[config.mk]
export PLATFORM = sky130hd
export DESIGN_NAME = blinky_seq
export DESIGN_NICKNAME = d
export VERILOG_FILES = /design/src/rtl/blinky_seq.sv
export SDC_FILE = /design/constraint.sdc
export NUM_CORES = 1
export LEC_CHECK = 0
export BUFFER_PORTS_ARGS = -buffer_cell sky130_fd_sc_hd__buf_2
export CELL_PAD_IN_SITES_DETAIL_PLACEMENT = 1
export CELL_PAD_IN_SITES_GLOBAL_PLACEMENT = 1
export CORE_MARGIN = 4
export CORE_UTILIZATION = 42
export DETAILED_ROUTE_END_ITERATION = 10
export MAX_ROUTING_LAYER = met4
export PLACE_DENSITY_LB_ADDON = 0.1
export SETUP_SLACK_MARGIN = 0.5
export SLEW_MARGIN = 40
export SYNTH_ARGS = -nofsm -noshare
export SYNTH_HDL_FRONTEND = slang
export SYNTH_SLANG_ARGS = --single-unit
[constraint.sdc]
create_clock -name io_0_8_1 -period 1.8 [get_ports io_0_8_1]
set_input_delay 0.36 -clock io_0_8_1 [delete_from_list [all_inputs] [get_ports io_0_8_1]]
set_output_delay 0.36 -clock io_0_8_1 [all_outputs]
set_load 0.02 [all_outputs]
[src/rtl/blinky_seq.sv]
// Five-LED pattern sequencer: prescaler tick drives a LAMP -> RUN controller.
// Define BLINKY_SEQ_GRAY_EN to show a 4-bit Gray count on led1..led4 instead of a one-hot rotation.
module blinky_seq #(
    parameter int DIV = 900000
) (
    input  logic io_0_8_1,
    input  logic io_0_9_1,
    input  logic io_0_10_1,
    output logic io_13_12_1,
    output logic io_13_12_0,
    output logic io_13_11_1,
    output logic io_13_11_0,
    output logic io_13_9_1
);

    localparam int CW = (DIV > 2) ? $clog2(DIV) : 1;
    localparam logic [CW-1:0] CNT_LAST = CW'(DIV - 1);

    typedef enum logic {
        LAMP,
        RUN
    } state_t;

    logic clk;
    logic rst_n;
    logic hold;

    assign clk   = io_0_8_1;
    assign rst_n = io_0_9_1;
    assign hold  = io_0_10_1;

    logic [CW-1:0] cnt_q, cnt_d;
    logic          tick;
    state_t        state_q, state_d;
    logic [3:0]    pat_q, pat_d;
    logic          hb_q, hb_d;

`ifdef BLINKY_SEQ_GRAY_EN
    logic [3:0]    k_q, k_d;
`endif

    // Hold freezes the count, so a suppressed tick simply fires on the next free edge.
    always_comb begin
        cnt_d = cnt_q;
        tick  = 1'b0;
        if (!hold) begin
            if (cnt_q == CNT_LAST) begin
                cnt_d = '0;
                tick  = 1'b1;
            end else begin
                cnt_d = cnt_q + CW'(1);
            end
        end
    end

    always_comb begin
        state_d = state_q;
        pat_d   = pat_q;
        hb_d    = hb_q;
`ifdef BLINKY_SEQ_GRAY_EN
        k_d     = k_q;
`endif
        if (tick) begin
            case (state_q)
                LAMP: begin
                    state_d = RUN;
                    hb_d    = 1'b0;
`ifdef BLINKY_SEQ_GRAY_EN
                    k_d     = 4'd0;
                    pat_d   = 4'b0000;
`else
                    pat_d   = 4'b1000;
`endif
                end
                RUN: begin
                    hb_d = ~hb_q;
`ifdef BLINKY_SEQ_GRAY_EN
                    k_d   = k_q + 4'd1;
                    pat_d = k_d ^ (k_d >> 1);
`else
                    // pat[3] is led1, so shifting right moves the lit LED from led1 toward led4.
                    pat_d = {pat_q[0], pat_q[3:1]};
`endif
                end
                default: state_d = LAMP;
            endcase
        end
    end

    always_ff @(posedge clk or negedge rst_n) begin
        if (!rst_n) begin
            cnt_q   <= '0;
            state_q <= LAMP;
            pat_q   <= 4'b1111;
            hb_q    <= 1'b1;
`ifdef BLINKY_SEQ_GRAY_EN
            k_q     <= 4'd0;
`endif
        end else begin
            cnt_q   <= cnt_d;
            state_q <= state_d;
            pat_q   <= pat_d;
            hb_q    <= hb_d;
`ifdef BLINKY_SEQ_GRAY_EN
            k_q     <= k_d;
`endif
        end
    end

    assign io_13_12_1 = pat_q[3];
    assign io_13_12_0 = pat_q[2];
    assign io_13_11_1 = pat_q[1];
    assign io_13_11_0 = pat_q[0];
    assign io_13_9_1  = hb_q;

endmodule

**After elaboration in Yosys (flattened, before gate mapping)**

Index checks and enable logic that the tools add are counted.

- Register bits after elaboration: 26
- Bits of input ports: 3
- Output and inout bits: 5
- Logic and storage cells: 13

- Add/subtract/negate cells: 1
- Equality and inequality tests: 1
- Muxes and demuxes: 5
- Bitwise gates (word level): 2

Operators with widths:

| cell | count |
|---|---|
| $add 20x1->20 const B | 1 |
| $eq 20x20->1 const B | 1 |
| $mux 20 | 1 |
| $pmux 4 s2 | 1 |
| $mux 1 | 2 |
| $not 1->1 | 2 |
| $pmux 1 s2 | 1 |

**Longest topological paths before layout**

Gate-level depths: netlist of run 1.

- Depth in word-level cells: 3
- Depth in mapped cells: 6
- Depth with buffers taken out: 5

**Worst setup path after synthesis of run 1**

Ideal clock, no wire load.

- Path kind: reg-to-reg
- Start point: register cnt_q[10]
- End point: register hb_q (netlist: io_13_9_1)
- Library setup time: 0.082 ns
- Arrival: 1.666 ns
- Data required time: 1.718 ns
- Setup slack: 0.051 ns
- Stages on the path, launching flop included: 5
- Path buffers: 0
- Period minus slack after synthesis: 1.749 ns
- Cell sequence: dfrtp_1 > and4bb_1 > nand3_1 > nor4_4 > mux2_4

- Longest elaborated chain between the ends: 3

RTL lines:

| what | RTL line | RTL |
|---|---|---|
| from (decl) | 32 | `logic [CW-1:0] cnt_q, cnt_d;` |
| from (signal assigned) | 100 | `cnt_q <= cnt_d;` |
| $eq 20x20->1 | 47 | `if (cnt_q == CNT_LAST) begin` |
| $mux 1 | 47 |  |
| $mux 1 | 46 | `if (!hold) begin` |
| to (signal assigned) | 95 | `hb_q <= 1'b1;` |
| to (signal assigned) | 103 | `hb_q <= hb_d;` |
| to (decl) | 36 | `logic hb_q, hb_d;` |

Every way passes these cells.
A chain may end at the register's enable or synchronous reset.

**Worst setup path after layout of run 1**

- Start point: register cnt_q[14]
- End point: register hb_q (netlist: io_13_9_1)

Same word-level chain as after synthesis.

==> results of run 1 <==
==> metrics by stage <==
stage | instances | hold slack [ps] | area [um2] | util (%) | total power, W
2_1_floorplan | 118 | 64.4 | 1300 | - | 0.000808
3_3_place_gp | 164 | 390 | 1440 | 51.0 | 0.000865
3_5_place_dp | 164 | 398 | 1440 | 51.0 | 0.000869
4_1_cts | 186 | 11.1 | 1700 | 60.2 | 0.00137
5_1_grt | 193 | 11.8 | 1770 | 62.5 | 0.00148
6_report | 193 | -4.02 | 1770 | 62.5 | 0.00141
==> placed cells by master, fill, tap and decap left out, types with 2 or more instances in the layout <==
| cell | n |
|---|---|
| buf_4 | 30 |
| dfrtp_1 | 21 |
| nand2_1 | 10 |
| buf_6 | 10 |
| xor2_1 | 9 |
| nand3_1 | 6 |
| inv_1 | 6 |
| nor2_1 | 6 |
| a21oi_1 | 6 |
| nand4_1 | 5 |
| dfstp_2 | 5 |
| xnor2_1 | 3 |
| mux2i_1 | 3 |
| o31ai_1 | 3 |
| or4_1 | 3 |
| o21ai_0 | 3 |
| or3_1 | 3 |
| clkbuf_4 | 3 |
| nand3_2 | 2 |
| and4_4 | 2 |
| nor2_4 | 2 |
| and3_1 | 2 |
| mux2_4 | 2 |
| buf_2 | 2 |
==> sequential cells by signal (all words and copies together) (netlist names) <==
name / count
state_q: 1
io_13_9_1: 1
pat_q: 4
cnt_q: 20
==> per-layer routing <==
| metal | up-vias | routed length (um) | GRT usage [%] |
|---|---|---|---|
| li1 | 514 | - | - |
| met1 | 532 | 1520 | 23.8 |
| met2 | 18 | 1700 | 29.5 |
| met3 | 11 | 74 | 3.96 |
| met4 | 0 | 104 | 8.26 |
| met5 | - | 0 | - |
==> critical path, stage by stage, from the launching register on <==
cell	delay [ps]
dfrtp_1	440
nor4bb_2	320
nand2_1	180
nor4_4	210
buf_12	170
mux2_4	300
==> logic make-up (layout without fill, tap and decap cells) <==
| kind of cell | count (synthesis) | in the layout | synth area share (%) |
|---|---|---|---|
| simple gates | 50 | 50 | 23.4 |
| mux | 6 | 6 | 5.62 |
| compound gates | 14 | 14 | 6.90 |
| xor+xnor | 12 | 12 | 8.28 |
| fa+ha+maj | 1 | 1 | 0.986 |
| buf+inv | 9 | 53 | 3.06 |
| flops | 26 | 26 | 51.8 |
==> power by group through the flow <==
| stage | combinational [W] | sequential, W | clock [W] |
|---|---|---|---|
| after floorplan | 0.000113 | 0.000696 | 0 |
| after global placement | 0.000165 | 0.000699 | 0 |
| after detailed placement | 0.000168 | 0.000700 | 0 |
| after CTS | 0.000272 | 0.000674 | 0.000425 |
| after global routing | 0.000337 | 0.000687 | 0.000458 |
| final | 0.000315 | 0.000680 | 0.000411 |
==> worst min path at each step <==
stage | startpoint | cells after the start | endpoint | slack (ps)
2_1_floorplan | io_0_9_1 | 0 | cnt_q[0] | 60
3_3_place_gp | io_0_9_1 | 1 | cnt_q[16] | 390
3_5_place_dp | io_0_9_1 | 1 | cnt_q[15] | 400
4_1_cts | io_0_9_1 | 1 | cnt_q[15] | 10
5_1_grt | io_0_9_1 | 1 | cnt_q[15] | 10
6_report | io_0_9_1 | 1 | cnt_q[15] | -4
==> area by class of cell <==
class                   count  share of cell area, %
clock buffers               3                   1.27
clock inverters             1                   1.70
inverters                   6                   1.27
multi-input cells          83                   35.6
flip-flops and latches     26                   37.1
well taps                  31                   2.19
repair buffers             43                   20.8
==> repair_timing <==
item                                    4_1_cts  5_1_grt
setup buffers                                18        7
endpoints found under the setup margin       28       28
pin swaps                                     7        9
gates resized for setup                      21        4
==> results.toml, run 1 <==
[drt]
antenna_left = 0
vias = 1075
drt_iter0_markers = 14
first_pass_iters = 4
routed_via_density = 5.57
drc = 0
post_drt_wl_per_cell_um = 17.6
routed_wl_mm = 3.40

[timing]
worst_slack_ps = 117
setup_viol = 0
min_period_ps = 1680
fin_crit_sh_pct = 93.5
slew_headroom_pct = 61.2
worst_pin_slew_ps = 582
hold_viol = 10
slew_violations = 0
grt_setup_unrepaired = "yes"
max_freq_mhz = 594
whs_ps = -4.02
clock-skew-final_ps = 2.86
finalSetupTns_ps = 0

[logic_synthesis]
synth_area_leaders = "dfrtp_1, dfstp_2, xor2_1, nand3_1, nand2_1"
synth_most_common_cell = "dfrtp_1"
netlist.area_leader.share_pct = 41.4
synthesis.nets = 122
yosys.cell_types.count = 33
syn_avg_cell_area_um2 = 10.8
syn_inst = 118
synth-edff-count = 0
yosys_most_used_dff = "dfrtp_1"
syn_area_mm2 = 0.00127
async_flop_share_pct = 100
seq_area_frac_synth_pct = 51.8
yosys.area.top_type = "dfrtp_1"
yosysWarnings = 0
synth_seq_cells = 26
synth_common_cells = "dfrtp_1, nand2_1, xor2_1, nand3_1, nor2_1"

[die]
dieWidth_um = 63.0
initial_utilization_pct = 44.8
core_mm2 = 0.00283
dieHeight_um = 63.0
io_pins = 8
fp.dieArea_mm2 = 0.00396
num_rows = 19

[clock_tree]
ctsHtreeMaxLevel = 1
cts_buffers = 3
clk_latency_ps = 340
clockBufferDepth = 2
cts_tree = "built"
cts_hold_buf = 0
cts_sinks = 26
root_buffer = "clkbuf_4"
path_clk_slew_ps = 140

[finish]
fillers = 298
layout-drive-gt1-share_pct = 40.7
multi_input_area_um2 = 631
antenna_cells = 0
regArea_um2 = 657
syn_to_final_growth_pct = 39.4
final_nets = 167

[global_route]
grt_pass1_wl_mm = 5.64
antenna_found_initial = 0
grt_start_max_net_pins = 27
grt_pass1_vias = 1098
grt_use_total_pct = 19.0
grt_overflow = 0

[worst_setup_path]
cp_max_fo = 9
required_ps = 2080
ff2ff_setup_slack_ps = 120
timing.rr.end = "io_13_9_1"
critPathLaunch = "cnt_q[14]"
crit_end = "io_13_9_1"
crit_type = "reg -> reg"
r2r_cells = 5
arrival_ps = 1970
r2r_start = "cnt_q[14]"
critPathCaptureType = "flip-flop"
cp-start-kind = "flip-flop"

[placement]
dp_slack_ps = 73.8
numPortBuffers = 7
place_hpwl_mm = 1.96
gp_congestion = 0.767

[pwr]
internal_power_w = 0.00104
pwr-share-seq_pct = 48.4
leakage_nw = 0.847
powerDensity_mw_per_mm2 = 795
p_sw_share_pct = 25.7
ir_worst_vdd_uv = 535
clockPowerShare_pct = 29.2
combPwrFrac_pct = 22.4
p_sw_w = 0.000361

[run]
maxCapViolCount = 0

[run_status]
violations = "hold timing"
status = "finished with violations"

[hold_path]
hp-class = "in -> async"
Note: power is estimated with default switching activity, not from simulation.
==> inputs of run 2 (changes only) <==
--- a/config.mk
+++ b/config.mk
@@ -12,7 +12,7 @@
 export CORE_UTILIZATION = 42
 export DETAILED_ROUTE_END_ITERATION = 10
 export MAX_ROUTING_LAYER = met4
-export PLACE_DENSITY_LB_ADDON = 0.1
+export PLACE_DENSITY = 0.75
 export SETUP_SLACK_MARGIN = 0.5
 export SLEW_MARGIN = 40
 export SYNTH_ARGS = -nofsm -noshare
==> results.toml, run 2 (synthesis gave the netlist of run 1 again) <==
[finish]
final_nets = 171
largest_reg_flops = 20
largest-register = "cnt_q"
syn_to_final_growth_pct = 44.7
antenna_cells = 0
layout-drive-gt1-share_pct = 45.8
reg_top3 = "cnt_q x20, pat_q x4"
post-route-util_pct = 64.9
final_common_cell = "buf_4"
layout_common_cells = "buf_4, dfrtp_1, nand2_1"
final_cells = 197
fillers = 302

[clock_tree]
clockBufferDepth = 2
path_clk_slew_ps = 170
clk_latency_ps = 340
cts_buffers = 3
root_buffer = "clkbuf_4"
cts_tree = "built"
ctsHtreeMaxLevel = 1
cts_sinks = 26
cts_hold_buf = 0

[hold_path]
hp-class = "in -> async"

[die]
core_mm2 = 0.00283
initial_utilization_pct = 44.8
io_pins = 8
fp.dieArea_mm2 = 0.00396
dieHeight_um = 63.0
num_rows = 19
dieWidth_um = 63.0

[global_route]
antenna_found_initial = 0
grt_start_max_net_pins = 27
grt_pass1_wl_mm = 6.64
grt_use_total_pct = 22.2
grt_pass1_vias = 1281
grt_overflow = 0

[drt]
first_pass_iters = 4
routed_wl_mm = 4.05
drt_iter0_markers = 64
antenna_left = 0
drc = 0
vias = 1135
routed_via_density = 5.76
post_drt_wl_per_cell_um = 20.6

[worst_setup_path]
arrival_ps = 1980
ff2ff_setup_slack_ps = 80
crit_end = "cnt_q[16]"
r2r_cells = 5
critPathCaptureType = "flip-flop"
cp-start-kind = "flip-flop"
timing.rr.end = "cnt_q[16]"
cp_max_fo = 4
crit_type = "reg -> reg"
r2r_start = "cnt_q[1]"
required_ps = 2050
critPathLaunch = "cnt_q[1]"

[pwr]
leakage_nw = 0.874
powerDensity_mw_per_mm2 = 784
ir_worst_vdd_uv = 639

[timing]
fin_crit_sh_pct = 95.6
slew_violations = 0
setup_viol = 0
min_period_ps = 1720
slew_headroom_pct = 60.7
worst_pin_slew_ps = 590
max_freq_mhz = 581
grt_setup_unrepaired = "yes"
hold_viol = 9
whs_ps = -12.7
finalSetupTns_ps = 0
clock-skew-final_ps = 23.1

[placement]
numPortBuffers = 7
dpl.cell_count = 168
place_hpwl_mm = 2.17
gp_congestion = 0.796

[run_status]
violations = "hold timing"
status = "finished with violations"

[run]
maxCapViolCount = 0
-- run 2: changes by cell type in the layout (fill, tap and decap cells not counted) --
cell,delta
xor2_1,-1
xnor2_1,-1
a21oi_1,-2
buf_4,+5
nand3_4,+1
xnor2_2,+1
a21oi_2,+2
nand3_1,-2
buf_6,-1
nand3_2,+1
xor2_2,+1
-- run 2: worst min-delay path by stage --
stage / to / slack, ps / cells after the start
after floorplan: cnt_q[0] / 60 / 0
after global placement: cnt_q[1] / 400 / 1
after detailed placement: cnt_q[18] / 400 / 1
after CTS: cnt_q[13] / 30 / 1
after global routing: cnt_q[11] / 8 / 1
final: cnt_q[11] / -10 / 1
-- run 2: critical path: stages, from the launching register on --
cell     delay (ps)
dfrtp_1         420
ha_2            200
nor2b_4         150
nand4_1         210
or4_1           490
a21oi_1         180
-- run 2: power breakdown --
group          leakage, nW  internal [W]  switching (W)
Clock               0.0279      0.000225       0.000193
Sequential           0.335      0.000637      0.0000483
Combinational        0.511      0.000176       0.000160
Total                0.874       0.00104       0.000402
-- run 2: final cells by class --
class	count	area, um2	area share (%)
Clock buffer	3	22.5	1.23
Clock inverter	1	30.0	1.64
Inverter	6	22.5	1.23
Multi-Input combinational cell	83	671	36.5
Sequential cell	26	657	35.8
Tap cell	31	38.8	2.11
Timing Repair Buffer	47	394	21.5
-- run 2: what timing repair did --
item	CTS	global route
resized for setup	18	12
gates cloned	0	0
setup endpoints to repair	28	30
setup buffers	18	7
pin swaps	11	9
-- run 2: layer usage --
layer	track usage, %	part of all wire [%]	vias up
li1	-	-	512
met1	24.6	40	584
met2	39.1	54	25
met3	3.24	2.6	14
met4	9.92	3.5	0
met5	-	0	-
-- run 2: metrics by stage --
step	cell area, um2	setup slack, ps	total power [W]
final	1840	78.4	0.00144
after global routing	1840	63.2	0.00151
after CTS	1720	118	0.00133
after detailed placement	1470	61.9	0.000902
after global placement	1470	126	0.000883
after floorplan	1300	84.9	0.000808
==> inputs of run 3 (changes only) <==
--- a/config.mk
+++ b/config.mk
@@ -5,14 +5,15 @@
 export SDC_FILE = /design/constraint.sdc
 export NUM_CORES = 1
 export LEC_CHECK = 0
+export ABC_AREA = 1
 export BUFFER_PORTS_ARGS = -buffer_cell sky130_fd_sc_hd__buf_2
 export CELL_PAD_IN_SITES_DETAIL_PLACEMENT = 1
 export CELL_PAD_IN_SITES_GLOBAL_PLACEMENT = 1
 export CORE_MARGIN = 4
-export CORE_UTILIZATION = 42
+export CORE_UTILIZATION = 39
 export DETAILED_ROUTE_END_ITERATION = 10
 export MAX_ROUTING_LAYER = met4
-export PLACE_DENSITY = 0.75
+export PLACE_DENSITY = 0.76
 export SETUP_SLACK_MARGIN = 0.5
 export SLEW_MARGIN = 40
 export SYNTH_ARGS = -nofsm -noshare
==> results.toml, run 3 <==
[pwr]
leakage_nw = 1.08
combPwrFrac_pct = 25.1
internal_power_w = 0.000967
p_sw_w = 0.000511
clockPowerShare_pct = 24.4
power_w = 0.00148
pwr-share-seq_pct = 50.5
p_sw_share_pct = 34.6
powerDensity_mw_per_mm2 = 706
ir_worst_vdd_uv = 376

[timing]
slew_headroom_pct = 59.4
worst_pin_slew_ps = 610
grt_setup_unrepaired = "yes"
hold_viol = 0
fin_crit_sh_pct = 79.4
worst_slack_ps = 371
min_period_ps = 1430
whs_ps = 72.7
finalSetupTns_ps = 0
clock-skew-final_ps = 9.61
max_freq_mhz = 700
setup_viol = 0
slew_violations = 0

[run_status]
status = "complete, no violations"

[logic_synthesis]
async_flop_share_pct = 100
yosys.area.top_type = "dfrtp_1"
synth_most_common_cell = "nand2_1"
yosys.cell_types.count = 21
yosysWarnings = 0
synth_area_leaders = "dfrtp_1, nand2_1, nor2_1, dfstp_2, inv_1"
syn_area_mm2 = 0.00155
syn_inst = 226
synthesis.nets = 230
synth-edff-count = 0
seq_area_frac_synth_pct = 42.3
netlist.area_leader.share_pct = 33.9
syn_avg_cell_area_um2 = 6.86
synth_seq_cells = 26
yosys_most_used_dff = "dfrtp_1"
synth_common_cells = "nand2_1, nor2_1, inv_1, dfrtp_1, nand3_1"

[finish]
syn_to_final_growth_pct = 35.0
reg_top3 = "cnt_q x20, pat_q x4"
largest-register = "cnt_q"
regArea_um2 = 663
design_area_mm2 = 0.00209
layout-drive-gt1-share_pct = 31.9
final_nets = 265
fillers = 465
layout_common_cells = "nand2_1, nor2_1, inv_1"
final_common_cell = "nand2_1"
largest_reg_flops = 20
antenna_cells = 0
multi_input_area_um2 = 948

[die]
num_rows = 22
io_pins = 8
fp.dieArea_mm2 = 0.00505
dieWidth_um = 71.1
initial_utilization_pct = 41.4
dieHeight_um = 71.1
core_mm2 = 0.00374

[worst_setup_path]
crit_type = "reg -> reg"
cp-start-kind = "flip-flop"
critPathCaptureType = "flip-flop"
arrival_ps = 1640
required_ps = 2010
cp_max_fo = 5

[drt]
first_pass_iters = 4
vias = 1599
drt_iter0_markers = 100
antenna_left = 0
drc = 0
routed_wl_mm = 5.19
routed_via_density = 5.19
post_drt_wl_per_cell_um = 16.9

[clock_tree]
root_buffer = "clkbuf_8"
cts_sinks = 26
ctsHtreeMaxLevel = 1
cts_buffers = 3
cts_tree = "built"
clk_latency_ps = 280
path_clk_slew_ps = 100
clockBufferDepth = 2

[hold_path]
hp-class = "in -> async"

[global_route]
grt_pass1_wl_mm = 8.33
grt_start_max_net_pins = 27
grt_overflow = 0
antenna_found_initial = 0
grt_use_total_pct = 21.8
grt_pass1_vias = 1647

[placement]
gp_congestion = 0.766
dp_slack_ps = 196
place_hpwl_mm = 2.92
placed_area_mm2 = 0.00164
numPortBuffers = 7

[run]
maxCapViolCount = 0
[run 3: changes by cell type in the layout (fill, tap and decap cells not counted), sizes merged, moves of 4 or more]
cell / before / now
a21oi: 6 / 1
buf: 47 / 31
inv: 6 / 33
nand2: 10 / 72
nand3: 8 / 15
nand4: 5 / 9
nor2: 8 / 50
nor3: 1 / 5
xor2: 9 / 5
[run 3: per-layer routing]
metal	wire length (um)	up-vias	global-route usage (%)	share of wire [%]
met1	2170	788	26.7	42
met5	0	-	-	0
li1	-	767	-	-
met3	200	10	3.13	3.9
met2	2730	34	37.9	53
met4	90	0	4.80	1.7
[run 3: timing repair]
action	CTS	global route
gates resized for setup	45	15
pin swaps	13	6
setup buffers	19	4
endpoints found under the setup margin	29	29
gates cloned	1	0
hold buffers	0	0
hold endpoints to repair	0	0
[run 3: power groups by stage]
stage	logic (W)	registers, W	clock network [W]
6_report	0.000371	0.000746	0.000361
5_1_grt	0.000412	0.000756	0.000395
4_1_cts	0.000322	0.000731	0.000367
3_5_place_dp	0.000201	0.000738	0
3_3_place_gp	0.000196	0.000733	0
2_1_floorplan	0.000157	0.000716	0
[run 3: logic make-up after synthesis]
kind of cell,synth area share (%)
buf+inv,8.63
flops,42.3
fa+ha+maj,0.806
xor+xnor,3.95
compound gates,1.13
simple gates,43.1
[run 3: final cells by class]
| type | instances | share of cell area (%) |
|---|---|---|
| flip-flops and latches | 26 | 31.7 |
| multi-input cells | 166 | 45.3 |
| inverters | 33 | 5.91 |
| well taps | 48 | 2.87 |
| clock buffers | 4 | 2.15 |
| repair buffers | 31 | 12.1 |
[run 3: critical path, cell delays in order, from the launching register on]
cell and delay (ps):
dfrtp_1 420, ha_4 190, nand3_2 110, nor2_4 190
nand4_1 240, nand2_1 160, nand2_1 70
[run 3: metrics by stage]
stage / std cells / utilization [%]
3_3_place_gp: 280 / 43.9
2_1_floorplan: 226 / -
4_1_cts: 304 / 53.8
3_5_place_dp: 280 / 43.9
5_1_grt: 308 / 55.9
6_report: 308 / 55.9
[run 3: worst paths after layout]
path | from | end | slack (ps) | cells after the start
worst max-delay path | cnt_q[0] | io_13_9_1 | 370 | 6
worst min-delay path | io_0_9_1 | cnt_q[4] | 70 | 1
worst max register to register | cnt_q[0] | io_13_9_1 | 370 | 6
worst min register to register | state_q | state_q | 590 | 2
max in group asynchronous | io_0_9_1 | cnt_q[1] | 1280 | 1
min in group io_0_8_1 | io_0_10_1 | cnt_q[1] | 440 | 3
